--- config.mk ---
export PLATFORM = sky130hd
export DESIGN_NAME = mem_arbiter_flat
export DESIGN_NICKNAME = d
export VERILOG_FILES = /design/src/rtl/mem_pkg.sv /design/src/rtl/mem_arbiter_if.sv /design/src/rtl/rr_arbiter2.sv /design/src/rtl/mem_arbiter.sv /design/src/flat_wrapper.sv
export SDC_FILE = /design/constraint.sdc
export NUM_CORES = 1
export LEC_CHECK = 0
export ABC_AREA = 1
export BUFFER_PORTS_ARGS = -buffer_cell sky130_fd_sc_hd__buf_2
export CORE_AREA = 2 2 293 295
export CTS_CLUSTER_SIZE = 20
export DETAILED_ROUTE_END_ITERATION = 12
export DIE_AREA = 0 0 295 297
export PLACE_DENSITY = 0.49
export SETUP_SLACK_MARGIN = 0.3
export SYNTH_ARGS = -nofsm -noshare
export SYNTH_HDL_FRONTEND = slang
export SYNTH_SLANG_ARGS = --single-unit
--- constraint.sdc ---
create_clock -name clock -period 1.7 [get_ports clock]
set_clock_uncertainty 0.15 [all_clocks]
set_input_delay 0.17 -clock clock [delete_from_list [all_inputs] [get_ports clock]]
set_output_delay 0.17 -clock clock [all_outputs]
set_load 0.02 [all_outputs]
--- src/rtl/mem_pkg.sv ---
// rtl/mem_pkg.sv - shared memory-system constants and arbiter encodings
package mem_pkg;

  localparam int BLOCK_WIDTH = 128;
  localparam int OFFSET_BITS = 4;

  localparam logic [1:0] ARB_IDLE = 2'd0;
  localparam logic [1:0] ARB_I    = 2'd1;
  localparam logic [1:0] ARB_D    = 2'd2;

  // one-hot grant: bit 0 = icache, bit 1 = dcache
  localparam logic [1:0] GRANT_I = 2'b01;
  localparam logic [1:0] GRANT_D = 2'b10;

  typedef enum logic [1:0] {
    ST_IDLE   = ARB_IDLE,
    ST_I_XFER = ARB_I,
    ST_D_XFER = ARB_D
  } arb_state_t;

endpackage

--- src/rtl/mem_arbiter_if.sv ---
// rtl/mem_arbiter_if.sv - block-wide main-memory port shared by the caches
interface mem_arbiter_if #(
  parameter int ADDR_WIDTH  = 32,
  parameter int BLOCK_WIDTH = mem_pkg::BLOCK_WIDTH
);

  logic                   mem_enable;
  logic                   mem_write;
  logic [ADDR_WIDTH-1:0]  mem_address;
  logic [BLOCK_WIDTH-1:0] mem_wdata;
  logic [BLOCK_WIDTH-1:0] mem_rdata;
  logic                   mem_valid;

  modport master (
    output mem_enable, mem_write, mem_address, mem_wdata,
    input  mem_rdata, mem_valid
  );

  modport slave (
    input  mem_enable, mem_write, mem_address, mem_wdata,
    output mem_rdata, mem_valid
  );

endinterface

--- src/rtl/rr_arbiter2.sv ---
// rtl/rr_arbiter2.sv - two-way round-robin grant, purely combinational
module rr_arbiter2
  import mem_pkg::*;
(
  input  logic       i_req,
  input  logic       d_req,
  input  logic       last_grant,
  output logic [1:0] grant
);

  // on a tie the requester that did not win last time goes first
  always_comb begin
    grant = 2'b00;
    if (i_req && d_req) begin
      grant = last_grant ? GRANT_I : GRANT_D;
    end else if (i_req) begin
      grant = GRANT_I;
    end else if (d_req) begin
      grant = GRANT_D;
    end
  end

endmodule

--- src/rtl/mem_arbiter.sv ---
// rtl/mem_arbiter.sv - shares the main-memory port between icache refill and
// dcache refill/writeback with round-robin fairness
module mem_arbiter #(
  parameter int ADDR_WIDTH  = 32,
  parameter int BLOCK_WIDTH = mem_pkg::BLOCK_WIDTH,
  parameter int OFFSET_BITS = mem_pkg::OFFSET_BITS
) (
  input  logic                   clock,
  input  logic                   reset,
  input  logic                   i_req,
  input  logic [ADDR_WIDTH-1:0]  i_address,
  output logic [BLOCK_WIDTH-1:0] i_data,
  output logic                   i_done,
  input  logic                   d_req,
  input  logic                   d_write,
  input  logic [ADDR_WIDTH-1:0]  d_address,
  input  logic [BLOCK_WIDTH-1:0] d_wdata,
  output logic [BLOCK_WIDTH-1:0] d_data,
  output logic                   d_done,
  mem_arbiter_if.master          mem
);

  import mem_pkg::*;

  localparam logic [ADDR_WIDTH-1:0] OFFSET_MASK =
    ADDR_WIDTH'((64'd1 << OFFSET_BITS) - 64'd1);

  arb_state_t             state;
  arb_state_t             state_next;
  logic                   last_grant;
  logic [1:0]             grant;
  logic                   idle;
  logic [ADDR_WIDTH-1:0]  address_q;
  logic                   write_q;
  logic [BLOCK_WIDTH-1:0] wdata_q;
  logic [BLOCK_WIDTH-1:0] i_data_q;
  logic [BLOCK_WIDTH-1:0] d_data_q;

  rr_arbiter2 u_rr (
    .i_req      (i_req),
    .d_req      (d_req),
    .last_grant (last_grant),
    .grant      (grant)
  );

  assign idle = (state == ST_IDLE);

  always_ff @(posedge clock) begin
    if (!reset) begin
      state <= ST_IDLE;
    end else begin
      state <= state_next;
    end
  end

  always_comb begin
    state_next     = state;
    i_done         = 1'b0;
    d_done         = 1'b0;
    mem.mem_enable = 1'b0;
    unique case (state)
      ST_IDLE: begin
        if (grant == GRANT_I) begin
          state_next = ST_I_XFER;
        end else if (grant == GRANT_D) begin
          state_next = ST_D_XFER;
        end
      end
      ST_I_XFER: begin
        mem.mem_enable = 1'b1;
        i_done         = mem.mem_valid;
        if (mem.mem_valid) state_next = ST_IDLE;
      end
      ST_D_XFER: begin
        mem.mem_enable = 1'b1;
        d_done         = mem.mem_valid;
        if (mem.mem_valid) state_next = ST_IDLE;
      end
      default: state_next = ST_IDLE;
    endcase
  end

  // transaction fields are captured only on the grant edge, so requester
  // changes during a transfer never reach the memory port
  always_ff @(posedge clock) begin
    if (!reset) begin
      last_grant <= 1'b1;
      address_q  <= '0;
      write_q    <= 1'b0;
      wdata_q    <= '0;
      i_data_q   <= '0;
      d_data_q   <= '0;
    end else begin
      if (idle && grant == GRANT_I) begin
        address_q  <= i_address & ~OFFSET_MASK;
        write_q    <= 1'b0;
        wdata_q    <= '0;
        last_grant <= 1'b0;
      end else if (idle && grant == GRANT_D) begin
        address_q  <= d_address & ~OFFSET_MASK;
        write_q    <= d_write;
        wdata_q    <= d_wdata;
        last_grant <= 1'b1;
      end
      if (i_done) i_data_q <= mem.mem_rdata;
      if (d_done && !write_q) d_data_q <= mem.mem_rdata;
    end
  end

  assign mem.mem_write   = write_q;
  assign mem.mem_address = address_q;
  assign mem.mem_wdata   = wdata_q;

  // read data is forwarded in the completion cycle and held afterwards
  assign i_data = i_done ? mem.mem_rdata : i_data_q;
  assign d_data = (d_done && !write_q) ? mem.mem_rdata : d_data_q;

endmodule

--- src/flat_wrapper.sv ---
// flat-port wrapper written by rule: the top's interface ports become plain ports
module mem_arbiter_flat import mem_pkg::*;
#(
  parameter int ADDR_WIDTH  = 32,
  parameter int BLOCK_WIDTH = mem_pkg::BLOCK_WIDTH,
  parameter int OFFSET_BITS = mem_pkg::OFFSET_BITS
)
  (clock, reset, i_req, i_address, i_data, i_done, d_req, d_write, d_address, d_wdata, d_data, d_done, mem_mem_enable, mem_mem_write, mem_mem_address, mem_mem_wdata, mem_mem_rdata, mem_mem_valid);
  mem_arbiter_if #(.ADDR_WIDTH(ADDR_WIDTH), .BLOCK_WIDTH(BLOCK_WIDTH)) mem_i ();
  input  logic clock;
  input  logic reset;
  input  logic i_req;
  input  logic [ADDR_WIDTH-1:0] i_address;
  output logic [BLOCK_WIDTH-1:0] i_data;
  output logic i_done;
  input  logic d_req;
  input  logic d_write;
  input  logic [ADDR_WIDTH-1:0] d_address;
  input  logic [BLOCK_WIDTH-1:0] d_wdata;
  output logic [BLOCK_WIDTH-1:0] d_data;
  output logic d_done;
  output wire logic [$bits(mem_i.mem_enable)-1:0] mem_mem_enable;
  output wire logic [$bits(mem_i.mem_write)-1:0] mem_mem_write;
  output wire logic [$bits(mem_i.mem_address)-1:0] mem_mem_address;
  output wire logic [$bits(mem_i.mem_wdata)-1:0] mem_mem_wdata;
  input wire logic [$bits(mem_i.mem_rdata)-1:0] mem_mem_rdata;
  input wire logic [$bits(mem_i.mem_valid)-1:0] mem_mem_valid;
  assign mem_mem_enable = mem_i.mem_enable;
  assign mem_mem_write = mem_i.mem_write;
  assign mem_mem_address = mem_i.mem_address;
  assign mem_mem_wdata = mem_i.mem_wdata;
  assign mem_i.mem_rdata = mem_mem_rdata;
  assign mem_i.mem_valid = mem_mem_valid;
  mem_arbiter #(.ADDR_WIDTH(ADDR_WIDTH), .BLOCK_WIDTH(BLOCK_WIDTH), .OFFSET_BITS(OFFSET_BITS)) u_core (.clock(clock), .reset(reset), .i_req(i_req), .i_address(i_address), .i_data(i_data), .i_done(i_done), .d_req(d_req), .d_write(d_write), .d_address(d_address), .d_wdata(d_wdata), .d_data(d_data), .d_done(d_done), .mem(mem_i));
endmodule
-- Word level (Yosys, flattened, before mapping)
Cells that the tools add are included.
- register bits: 416
- output and inout port bits: 420
- word-level logic and storage cells: 41
- eq/ne operators: 6
- multiplexer cells: 17
- bitwise logic cells: 1
- reduce and logical (&&, ||, !) cells: 10
- operators with widths (kind ; count):
    128-bit two-way mux ; 2
    32-bit two-way mux ; 2
    2-bit two-way mux ; 7
    1-bit two-way mux ; 5
    2-bit by 1-bit equality test with 1-bit output (second input constant) ; 2
    2-bit equality test (second input constant) ; 2
    1-bit logical AND ; 4
    2-bit one-hot mux with 2 select lines ; 1
    2-bit OR reduction ; 2
    3-bit inequality test (second input constant) ; 1
    2-bit zero test ; 1
    2-bit by 1-bit inequality test with 1-bit output (second input constant) ; 1
    2-bit AND reduction ; 1
    2-bit nonzero test ; 1
    1-bit zero test ; 1
    1-bit inverter ; 1

-- Logic depth before layout (Yosys ltp)
Gate-level depths: netlist of run 1.
- depth in word-level cells: 7
- gate-level depth with buffers: 10
- gate-level depth less buffers: 9

-- Cells and area by module
A second synthesis of run 1 with hierarchy kept.
- cells, all modules: 2250
- area total of the unflattened synthesis: 16346.9 µm²
- by module, submodules not included (module ; instances ; cells an instance ; area each (µm²) ; seq. area each (µm²)):
    mem_arbiter ; 1 ; 2245 ; 16325.7 ; 8328.0
    rr_arbiter2 ; 1 ; 5 ; 21.3 ; 0.0

-- Worst setup path before layout of run 1
Ideal clock, no wire load.
- path type: register to register
- from: register u_core.last_grant
- to: register u_core.address_q[20] (netlist: u_core.mem.mem_address[20])
- arrival time: 1.434 ns
- required time: 1.432 ns
- setup slack: -0.002 ns
- cell stages (with the launch flop): 11
- buffers on the path: 2
- clock period less this slack: 1.702 ns
- path through: dfxtp_1 > inv_1 > o21ai_0 > inv_1 > ha_1 > nand2_2 > buf_2 > buf_2 > nand3_1 > nand3_1 > nor2_1
- cells in the longest elaborated chain, start to end: 5
- elaborated cells on any way between the ends: 8
- classes of those cells: eq/ne: 2; mux: 3; reduce/logical: 3
- RTL lines (item ; RTL line ; text):
    from (decl) ; mem_arbiter.sv:30 ; logic last_grant;
    from (signal assigned) ; mem_arbiter.sv:87 ; last_grant <= 1'b1;
    from (signal assigned) ; mem_arbiter.sv:98 ; last_grant <= 1'b0;
    from (signal assigned) ; mem_arbiter.sv:103 ; last_grant <= 1'b1;
    2-bit two-way mux (*) ; rr_arbiter2.sv:15 ; grant = last_grant ? GRANT_I : GRANT_D;
    2-bit two-way mux (*) ; rr_arbiter2.sv:14 ; if (i_req && d_req) begin
    2-bit by 1-bit equality test with 1-bit output or 2-bit equality test (tied branches) ; mem_arbiter.sv:94, mem_arbiter.sv:99 ;
    1-bit logical AND (on tied branches) ; mem_arbiter.sv:94, mem_arbiter.sv:99 ;
    32-bit two-way mux or 2-bit nonzero test (tied branches) ; - ;
    to (signal assigned) ; mem_arbiter.sv:95 ; address_q <= i_address & ~OFFSET_MASK;
    to (signal assigned) ; mem_arbiter.sv:100 ; address_q <= d_address & ~OFFSET_MASK;
    to (decl) ; mem_arbiter.sv:33 ; logic [ADDR_WIDTH-1:0] address_q;
Mark *: on every way between the ends. The rest lies on a longest branch, timed or not.
A chain may end at the register's enable or synchronous reset.

-- Worst setup path after layout of run 1
- from: register u_core.state[0]
- to: output port d_data[8]
- cells in the longest elaborated chain, start to end: 4
- RTL lines (item ; RTL line ; text):
    from (decl) ; mem_arbiter.sv:28 ; arb_state_t state;
    from (signal assigned) ; mem_arbiter.sv:52 ; state <= state_next;
    2-bit equality test ; mem_arbiter.sv:61 ; unique case (state)
    1-bit two-way mux ; mem_arbiter.sv:61 ;
    1-bit logical AND ; mem_arbiter.sv:116 ; assign d_data = (d_done && !write_q) ? mem.mem_rdata : d_data_q;
    128-bit two-way mux ; mem_arbiter.sv:116 ;
    to (decl) ; flat_wrapper.sv:20 ; output logic [BLOCK_WIDTH-1:0] d_data;
No other way between the ends.

==> results.py, run 1 <==
metrics = {
    "setup_path": {
        "crit_type": "reg2out",
        "worst-endpoint-required_ps": 1380,
        "end_kind": "primary output",
        "crit_buf_inv": 6,
        "cp_slowest_cell": "dfxtp_4",
        "crit_chain": "inv_4 > ha_4 > buf_6 > nand3_4 > buf_6 > buf_12 > clkbuf_16 > nand2_1 > nand2_2 > buf_4",
        "slowest_delay_ps": 380,
        "cpMostUsedCell": "buf_6",
        "cp-start-kind": "register",
        "crit_fanout": 8,
        "cp_top_family": "buffers and inverters",
        "worst_ep_arrival_time_ps": 2140,
    },
    "placement": {
        "portBuffers": 733,
        "dpl_cell_area_mm2": 0.0245,
        "globalplace.congestion": 0.854,
        "dp_hpwl_um": 54300,
    },
    "synthesis": {
        "avgSynthCellArea_um2": 7.09,
        "synth_top_area_share_pct": 49.8,
        "yosysSeqAreaShare_pct": 49.8,
        "synth_flop_cell": "dfxtp_1",
        "async_flop_share_pct": 0,
        "synthCells": 2357,
        "synth.most_common_cell": "nand2_1",
        "synth_area_leaders": "dfxtp_1, nand2_1, inv_1, a21oi_1, o21ai_0",
        "yosysUniqueCellTypes": 20,
        "synth.cells.most_frequent": "nand2_1, dfxtp_1, inv_1",
        "ys_ff_latch": 416,
        "synth-edff-count": 0,
        "yosys_warnings": 0,
        "synth.cell_area_mm2": 0.0167,
        "yosys.area.top_type": "dfxtp_1",
    },
    "grt": {
        "grt_max_degree": 46,
        "antenna_found_initial": 9,
        "busiest_layer": "met2",
        "grt_use_met1_pct": 18.7,
        "grt_pass1_wl_um": 109000,
        "grt_usage_pct": 16.1,
        "grtUsageMet3_pct": 3.91,
        "grt-ovfl-total": 0,
        "grt_pass1_vias": 18300,
        "use_met2_pct": 27.3,
    },
    "cells_and_area": {
        "fillers": 8864,
        "final_area_mm2": 0.0302,
        "syn_to_final_growth_pct": 80.9,
        "post-route-util_pct": 35.8,
        "drive_above_1_share_pct": 43.0,
        "fin_nets": 3889,
    },
    "timing": {
        "max_freq_mhz": 406,
        "setup_viol": 509,
        "period_needed_ps": 2460,
        "holdWs_ps": -301,
        "fin_crit_sh_pct": 145,
        "hold_violations": 255,
        "rsz0062_at_grt": "true",
        "drv_slew": 0,
        "layout_setup_ws_ps": -765,
    },
    "detailed_routing": {
        "drc": 0,
        "wl_um": 77100,
        "postRouteAntennaNets": 0,
        "vias": 19000,
        "via_per_inst": 4.00,
        "drtPass1Iterations": 5,
        "wl_per_cell_um": 16.3,
        "drt_iter0_drc": 804,
    },
    "clock_tree": {
        "root_buffer": "clkbuf_16",
        "htree_num_levels": 2,
        "clkTransAtPathRegs_ps": 60,
        "cts_made_buffers": 48,
        "cts_tree": "done",
        "ctsLongestPathBuffers": 3,
        "hold_buffers": 187,
        "worstSkewPairLatency_ps": 580,
        "clock_sinks": 416,
    },
    "floorplan": {
        "die_w_um": 295,
        "dieArea_mm2": 0.0876,
        "die_h_um": 297,
        "boundaryPins": 746,
        "rows": 107,
        "core_area_mm2": 0.0845,
        "initial_core_util_pct": 19.8,
    },
    "run_status": {
        "violations": "negative hold slack, negative setup slack",
        "status": "finished with violations",
    },
    "hold_path": {
        "hold_path.class": "in2reg",
    },
    "job": {
        "cap_violations": 0,
    },
    "power_and_ir_drop": {
        "peakVddDrop_mv": 0.921,
        "power.density_mw_per_mm2": 1400,
        "leakage_nw": 15.7,
    },
}
kinds of logic (layout without fill, tap and decap cells):
logic type,count (synthesis),count (layout),share of synthesized area (%)
AND/OR/NAND/NOR,1057,1057,24.7
buffers and inverters,477,1709,12.3
flip-flops,416,416,49.8
AO/OA/AOI/OAI,401,401,12.8
adder cells (fa/ha/maj),5,5,0.374
other,1,10,0.0224
metrics by stage:
step                total power [W]  setup WS (ps)  setup TNS (ps)  cells
finish                       0.0422           -765         -215340   4742
global route                 0.0448           -876         -278860   4738
global placement             0.0287           -318          -59850   4423
detailed placement           0.0287           -341          -70560   4423
CTS                          0.0409           -845         -222950   4706
floorplan                    0.0213            151               0   2360
final cells by class:
type / instances / area [um^2] / area share [%]
Clock inverter: 12 / 123 / 0.405
Clock buffer: 72 / 1410 / 4.67
Sequential cell: 416 / 8330 / 27.6
Antenna cell: 6 / 15.0 / 0.0496
Timing Repair Buffer: 1299 / 10200 / 33.6
Tap cell: 1144 / 1430 / 4.73
Multi-Input combinational cell: 1467 / 7520 / 24.9
Inverter: 326 / 1240 / 4.09
where the power goes:
| part | leakage, nW | total [W] | switching (W) | internal, W |
|---|---|---|---|---|
| clock network | 0.752 | 0.0103 | 0.00429 | 0.00601 |
| registers | 3.38 | 0.0117 | 0.000500 | 0.0112 |
| logic | 11.6 | 0.0203 | 0.0115 | 0.00882 |
sequential cells by signal, indices dropped and copies added (netlist names):
register / flops
u_core.mem.mem_write: 1
u_core.last_grant: 1
u_core.state: 2
u_core.d_data_q: 128
u_core.i_data_q: 128
u_core.mem.mem_wdata: 128
u_core.mem.mem_address: 28
metal layers:
layer  wire length, um  vias up
met3              5150      156
met5                50        -
met2             35800      660
met4              4570        6
li1                  -     9629
met1             31600     8523
worst reg2reg max path, cell delays in order, from the launching register on:
cell and delay [ps]:
dfxtp_4 380, inv_4 40, buf_4 120, buf_4 120, ha_1 240, buf_4 170, nand2_8 90, buf_12 200
buf_12 210, nand2_1 70, a21oi_1 170
final timing paths:
check | start | end | slack [ps] | cells past startpoint
worst min-delay path | mem_mem_rdata[92] | u_core.i_data_q[92]$_SDFF_PN0_ | -300 | 3
worst max-delay path | u_core.state[0]$_SDFFE_PN0P_ | d_data[8] | -760 | 10
worst min register to register | u_core.mem.mem_wdata[66]$_SDFFE_PP0P_ | u_core.mem.mem_wdata[66]$_SDFFE_PP0P_ | 310 | 2
worst max register to register | u_core.state[0]$_SDFFE_PN0P_ | u_core.mem.mem_wdata[5]$_SDFFE_PP0P_ | -330 | 10
what timing repair did:
action | 4_1_cts | 5_1_grt
buffers inserted | 7 | 16
resized for setup | 238 | 304
endpoints found under the setup margin | 832 | 832
cloned | 5 | 14
pin swaps | 7 | 30
hold endpoints to repair | 416 | 255
layout by cell type (no fill, tap or decap), types with 37 or more instances in the layout:
master and count:
nand2_1 628, buf_2 624, dfxtp_1 413, buf_4 294, inv_1 290, a21oi_1 234, dlygate4sd3_1 187, nor2_1 172
nand2_2 139, buf_6 111, o21ai_2 63, clkbuf_16 61, buf_12 45, nand2_4 40, a21oi_2 37
Power figures use the tool's default switching activity.
==> inputs of run 2 (changes only) <==
--- a/config.mk
+++ b/config.mk
@@ -6,12 +6,13 @@
 export NUM_CORES = 1
 export LEC_CHECK = 0
 export ABC_AREA = 1
-export BUFFER_PORTS_ARGS = -buffer_cell sky130_fd_sc_hd__buf_2
-export CORE_AREA = 2 2 293 295
+export CORE_AREA = 2 2 292 294
 export CTS_CLUSTER_SIZE = 20
 export DETAILED_ROUTE_END_ITERATION = 12
-export DIE_AREA = 0 0 295 297
-export PLACE_DENSITY = 0.49
+export DIE_AREA = 0 0 294 296
+export DONT_BUFFER_PORTS = 1
+export PLACE_DENSITY = 0.41
+export REMOVE_ABC_BUFFERS = 1
 export SETUP_SLACK_MARGIN = 0.3
 export SYNTH_ARGS = -nofsm -noshare
 export SYNTH_HDL_FRONTEND = slang
==> run 2 against run 1 <==
Critical path depth fell by 2. Non-clock buffer count fell by 464. Largest cell class is now multi-input combinational cells. Clock power rose by 9%. The flow still finishes with violations (negative hold slack, negative setup slack). Clock-buffer cell count fell by 7.
==> results.py, run 2 (synthesis results as in run 1) <==
metrics = {
    "detailed_routing": {
        "drtPass1Iterations": 5,
        "wl_per_cell_um": 18.9,
        "vias": 17800,
        "wl_um": 79700,
        "postRouteAntennaNets": 0,
        "via_per_inst": 4.20,
        "drt_iter0_drc": 621,
        "drc": 0,
    },
    "clock_tree": {
        "cts_tree": "done",
        "root_buffer": "clkbuf_16",
        "cts_made_buffers": 49,
        "ctsLongestPathBuffers": 3,
        "htree_num_levels": 2,
        "clock_sinks": 416,
        "clkTransAtPathRegs_ps": 60,
        "worstSkewPairLatency_ps": 580,
    },
    "floorplan": {
        "boundaryPins": 746,
        "die_h_um": 296,
        "dieArea_mm2": 0.0870,
        "core_area_mm2": 0.0842,
        "initial_core_util_pct": 19.9,
        "rows": 107,
        "die_w_um": 294,
    },
    "cells_and_area": {
        "regArea_mm2": 0.00833,
        "final_area_mm2": 0.0311,
        "fin_nets": 3432,
        "final_common_cell": "nand2_1",
        "syn_to_final_growth_pct": 86.2,
        "fillers": 8552,
        "final_cells": 4228,
        "post-route-util_pct": 37.0,
        "drive_above_1_share_pct": 42.8,
        "layout_common_cells": "nand2_1, dfxtp_1, buf_4, dlygate4sd3_1, nand2_2",
        "multi_input_area_mm2": 0.00934,
    },
    "grt": {
        "grt_usage_pct": 14.6,
        "grt-ovfl-total": 0,
        "grt_pass1_vias": 16500,
        "antenna_found_initial": 2,
        "grt_pass1_wl_um": 99000,
        "grt_max_degree": 68,
    },
    "placement": {
        "dp_hpwl_um": 48800,
        "dpl.cell_count": 3712,
        "portBuffers": 0,
        "dpl_cell_area_mm2": 0.0209,
        "globalplace.congestion": 0.789,
    },
    "setup_path": {
        "cp-start-kind": "register",
        "worst_ep_arrival_time_ps": 2080,
        "crit_fanout": 7,
        "worst-endpoint-required_ps": 1380,
        "crit_type": "reg2out",
        "end_kind": "primary output",
    },
    "timing": {
        "rsz0062_at_grt": "true",
        "max_freq_mhz": 417,
        "period_needed_ps": 2400,
        "layout_setup_ws_ps": -696,
        "hold_violations": 5,
        "setup_viol": 569,
        "fin_crit_sh_pct": 141,
        "drv_slew": 0,
        "holdWs_ps": -70.7,
    },
    "power_and_ir_drop": {
        "peakVddDrop_mv": 0.790,
        "leakage_nw": 13.8,
        "power.density_mw_per_mm2": 1440,
        "power.total_w": 0.0449,
    },
    "run_status": {
        "status": "finished with violations",
        "violations": "negative hold slack, negative setup slack",
    },
    "hold_path": {
        "hold_path.class": "in2reg",
    },
    "job": {
        "cap_violations": 0,
    },
}
-- run 2: cell types whose count changed in the layout (fill, tap and decap cells not counted), sizes merged, moves of 5 or more --
cell / delta
buf: -619
clkbuf: +20
clkinv: +7
dlygate4sd3: +128
inv: -5
nand2: +5
-- run 2: critical path, stage by stage (launching register included) --
cell     delay, ps
dfxtp_2        350
buf_6          100
ha_4           230
nand2_8        120
buf_12         160
buf_16         150
o21ai_4        160
inv_2           70
buf_6          130
-- run 2: layer usage --
| layer | track usage, % | wire [um] | up-vias |
|---|---|---|---|
| met5 | 0 | 0 | - |
| met4 | 5.59 | 2320 | 0 |
| met3 | 4.41 | 5160 | 130 |
| met2 | 26.3 | 40500 | 626 |
| met1 | 16.1 | 31800 | 8260 |
| li1 | - | - | 8741 |
-- run 2: where the power goes --
group / switching (W) / leakage [nW] / total [W] / internal (W)
Sequential: 0.00118 / 3.38 / 0.0123 / 0.0112
Clock: 0.00456 / 0.821 / 0.0112 / 0.00661
Combinational: 0.0122 / 9.60 / 0.0214 / 0.00914
-- run 2: timing repair --
action	4_1_cts	5_1_grt
hold endpoints to repair	416	8
endpoints found under the setup margin	825	821
hold buffers	314	2
gates resized for setup	293	886
gates cloned	3	61
pin swaps	19	113
setup buffers	9	39
-- run 2: area by class of cell --
type / instances / share of cell area [%]
timing repair buffer: 835 / 29.2
inverter: 326 / 4.22
clock buffer: 65 / 4.42
clock inverter: 21 / 0.952
sequential: 416 / 26.8
tap: 1090 / 4.38
antenna: 2 / 0.0161
timing repair inverter: 1 / 0.0522
multi-input combinational: 1472 / 30.0
-- run 2: path summary, 6_finish.rpt --
kind                                                     start                             end  slack (ps)  cells past startpoint
worst max register to register    u_core.state[0]$_SDFFE_PN0P_  u_core.d_data_q[88]$_SDFF_PN0_        -180                     11
worst min register to register  u_core.last_grant$_SDFFE_PN1P_  u_core.last_grant$_SDFFE_PN1P_         320                      2
worst min-delay path                             mem_mem_valid  u_core.i_data_q[20]$_SDFF_PN0_         -70                      4
worst max-delay path              u_core.state[0]$_SDFFE_PN0P_                      i_data[90]        -700                      8
-- run 2: metrics by stage --
stage               TNS [ps]  worst slack (ps)
floorplan           -1636310             -3070
global placement      -86720              -277
detailed placement    -95080              -272
CTS                  -221840              -760
global route         -230800              -797
finish               -168670              -696
==> inputs of run 3 (changes only) <==
--- a/config.mk
+++ b/config.mk
@@ -11,7 +11,7 @@
 export DETAILED_ROUTE_END_ITERATION = 12
 export DIE_AREA = 0 0 294 296
 export DONT_BUFFER_PORTS = 1
-export PLACE_DENSITY = 0.41
+export PLACE_DENSITY = 0.4
 export REMOVE_ABC_BUFFERS = 1
 export SETUP_SLACK_MARGIN = 0.3
 export SYNTH_ARGS = -nofsm -noshare
==> constraint.sdc (replaced) <==
create_clock -name clock -period 2.3 [get_ports clock]
set_clock_uncertainty 0.15 [all_clocks]
set_input_delay 0.23 -clock clock [delete_from_list [all_inputs] [get_ports clock]]
set_output_delay 0.23 -clock clock [all_outputs]
set_load 0.02 [all_outputs]
==> run 3 against run 2 <==
The flow finishes with violations (negative setup slack). Global-route usage decreased by 0.70 points. Worst setup slack improved by 480 ps. Register-to-register slack improved by 430 ps. Power decreased by 35%. Critical path depth decreased by 1. Non-clock buffer count decreased by 375. Critical endpoint is now i_data[109]. Sequential share of layout area increased by 4.9 points.
==> results.py, run 3 (synthesis results as in run 1) <==
metrics = {
    "run_status": {
        "status": "finished with violations",
        "violations": "negative setup slack",
    },
    "cells_and_area": {
        "fin_nets": 3056,
        "final_cells": 3859,
        "layout_common_cells": "nand2_1, dfxtp_1, dlygate4sd3_1, a21oi_1, inv_1",
        "final_area_mm2": 0.0263,
        "drive_above_1_share_pct": 24.9,
        "syn_to_final_growth_pct": 57.4,
        "final_common_cell": "nand2_1",
    },
    "timing": {
        "holdWs_ps": 43.4,
        "max_slew_margin_pct": 38.4,
        "worst_slew_pin_slew_ps": 923,
        "fin_tns_setup_ps": -30570,
        "setup_viol": 254,
        "max_freq_mhz": 398,
        "period_needed_ps": 2510,
        "rsz0062_at_grt": "true",
        "fin_crit_sh_pct": 109,
        "drv_slew": 0,
        "hold_violations": 0,
        "layout_setup_ws_ps": -212,
    },
    "clock_tree": {
        "htree_num_levels": 2,
        "worstSkewPairLatency_ps": 570,
        "clock_sinks": 416,
        "clkTransAtPathRegs_ps": 50,
        "ctsLongestPathBuffers": 3,
        "root_buffer": "clkbuf_16",
        "cts_tree": "done",
        "cts_made_buffers": 50,
    },
    "job": {
        "cap_violations": 0,
    },
    "placement": {
        "preCtsSetupSlack_ps": 226,
        "dpl.cell_count": 3368,
        "globalplace.congestion": 0.768,
        "dp_hpwl_um": 44700,
        "portBuffers": 0,
        "dpl_cell_area_mm2": 0.0182,
    },
    "setup_path": {
        "crit_fanout": 8,
        "crit_chain": "inv_2 > ha_4 > buf_12 > nand2_4 > clkbuf_16 > o21ai_1 > inv_1",
        "cp-start-kind": "register",
        "r2r_start": "u_core.last_grant$_SDFFE_PN1P_",
        "worstRegToRegCells": 9,
        "r2r_slack_ps": 250,
        "end_kind": "primary output",
        "endpoint": "i_data[109]",
        "crit_type": "reg2out",
        "worst_ep_arrival_time_ps": 2130,
        "slowest_delay_ps": 320,
        "cp_slowest_cell": "dfxtp_2",
        "r2r-end": "u_core.mem.mem_wdata[41]$_SDFFE_PP0P_",
        "startpoint": "u_core.state[1]$_SDFFE_PN0P_",
        "worst-endpoint-required_ps": 1920,
    },
    "power_and_ir_drop": {
        "leakage_nw": 11.8,
        "pwr-share-seq_pct": 31.2,
        "power.density_mw_per_mm2": 1110,
        "clkPwrFrac_pct": 28.1,
        "comb_power_share_pct": 40.7,
        "p_sw_w": 0.0120,
        "p_int_w": 0.0172,
        "peakVddDrop_mv": 0.564,
        "sw_frac_of_total_pct": 41.2,
    },
    "detailed_routing": {
        "drtPass1Iterations": 7,
        "via_per_inst": 4.23,
        "wl_per_cell_um": 19.1,
        "vias": 16300,
        "postRouteAntennaNets": 0,
        "drt_iter0_drc": 631,
        "drc": 0,
        "wl_um": 73900,
    },
    "floorplan": {
        "initial_core_util_pct": 19.9,
        "core_area_mm2": 0.0842,
        "boundaryPins": 746,
        "dieArea_mm2": 0.0870,
        "die_h_um": 296,
        "rows": 107,
        "die_w_um": 294,
    },
    "grt": {
        "grt_max_degree": 65,
        "grt-ovfl-total": 0,
        "grt_usage_pct": 13.9,
        "grt_pass1_vias": 15100,
        "antenna_found_initial": 6,
        "grt_pass1_wl_um": 93300,
    },
    "hold_path": {
        "hold_path.class": "in2reg",
    },
}
-- run 3: cell types whose count changed in the layout (fill, tap and decap cells not counted), moves of 40 or more --
cell,change
a21oi_1,+64
nand2_1,+74
nand2_2,-81
buf_4,-306
inv_1,+40
a21oi_2,-60
o21ai_1,+58
-- run 3: power groups by stage --
stage	clock [W]	combinational, W	sequential [W]
3_5_place_dp	0	0.00808	0.00922
4_1_cts	0.00848	0.00969	0.00908
2_1_floorplan	0	0.00575	0.00908
3_3_place_gp	0	0.00808	0.00922
6_report	0.00821	0.0119	0.00913
5_1_grt	0.00874	0.0128	0.00923
-- run 3: worst min path at each step --
stage                       start                        endpoint  slack, ps  cells past startpoint
detailed placement          reset  u_core.last_grant$_SDFFE_PN1P_        160                      1
floorplan                   reset  u_core.last_grant$_SDFFE_PN1P_        150                      1
finish                      d_req    u_core.state[1]$_SDFFE_PN0P_         40                      5
global placement            reset  u_core.last_grant$_SDFFE_PN1P_        170                      1
CTS                         d_req    u_core.state[1]$_SDFFE_PN0P_          4                      5
global route        mem_mem_valid  u_core.d_data_q[12]$_SDFF_PN0_         80                      6
-- run 3: layer usage --
layer | part of all wire [%] | wire length (um) | track usage (%)
met5 | 0.018 | 13 | 0
met2 | 49 | 36100 | 24.6
met3 | 7.9 | 5860 | 4.18
met4 | 3.2 | 2400 | 5.57
met1 | 40 | 29500 | 15.6
-- run 3: metrics by stage --
step | utilization (%) | total power, W
6_report | 31.2 | 0.0293
5_1_grt | 31.2 | 0.0308
4_1_cts | 28.7 | 0.0273
3_5_place_dp | 21.6 | 0.0173
3_3_place_gp | 21.6 | 0.0173
2_1_floorplan | - | 0.0148
-- run 3: layout make-up --
class / count / area [um^2]
antenna: 4 / 10.0
clock buffer: 77 / 1520
clock inverter: 15 / 179
fill: 8877 / 57900
inverter: 326 / 1250
multi-input combinational: 1471 / 8130
sequential: 416 / 8330
tap: 1090 / 1360
timing repair buffer: 460 / 5530
-- run 3: repair_timing --
item / 4_1_cts / 5_1_grt
cloned: 8 / 39
setup buffers: 17 / 15
pin swaps: 28 / 78
endpoints found under the hold margin: 416 / 0
hold buffers: 316 / 0
endpoints found under the setup margin: 318 / 401
gates resized for setup: 248 / 498
-- run 3: worst max-delay path, delay by kind of cell, from the launching register on --
family,cells,cell delay [ps]
compound gates,1,210
buf+inv,4,690
simple gates,1,190
fa+ha+maj,1,160
flops,1,320
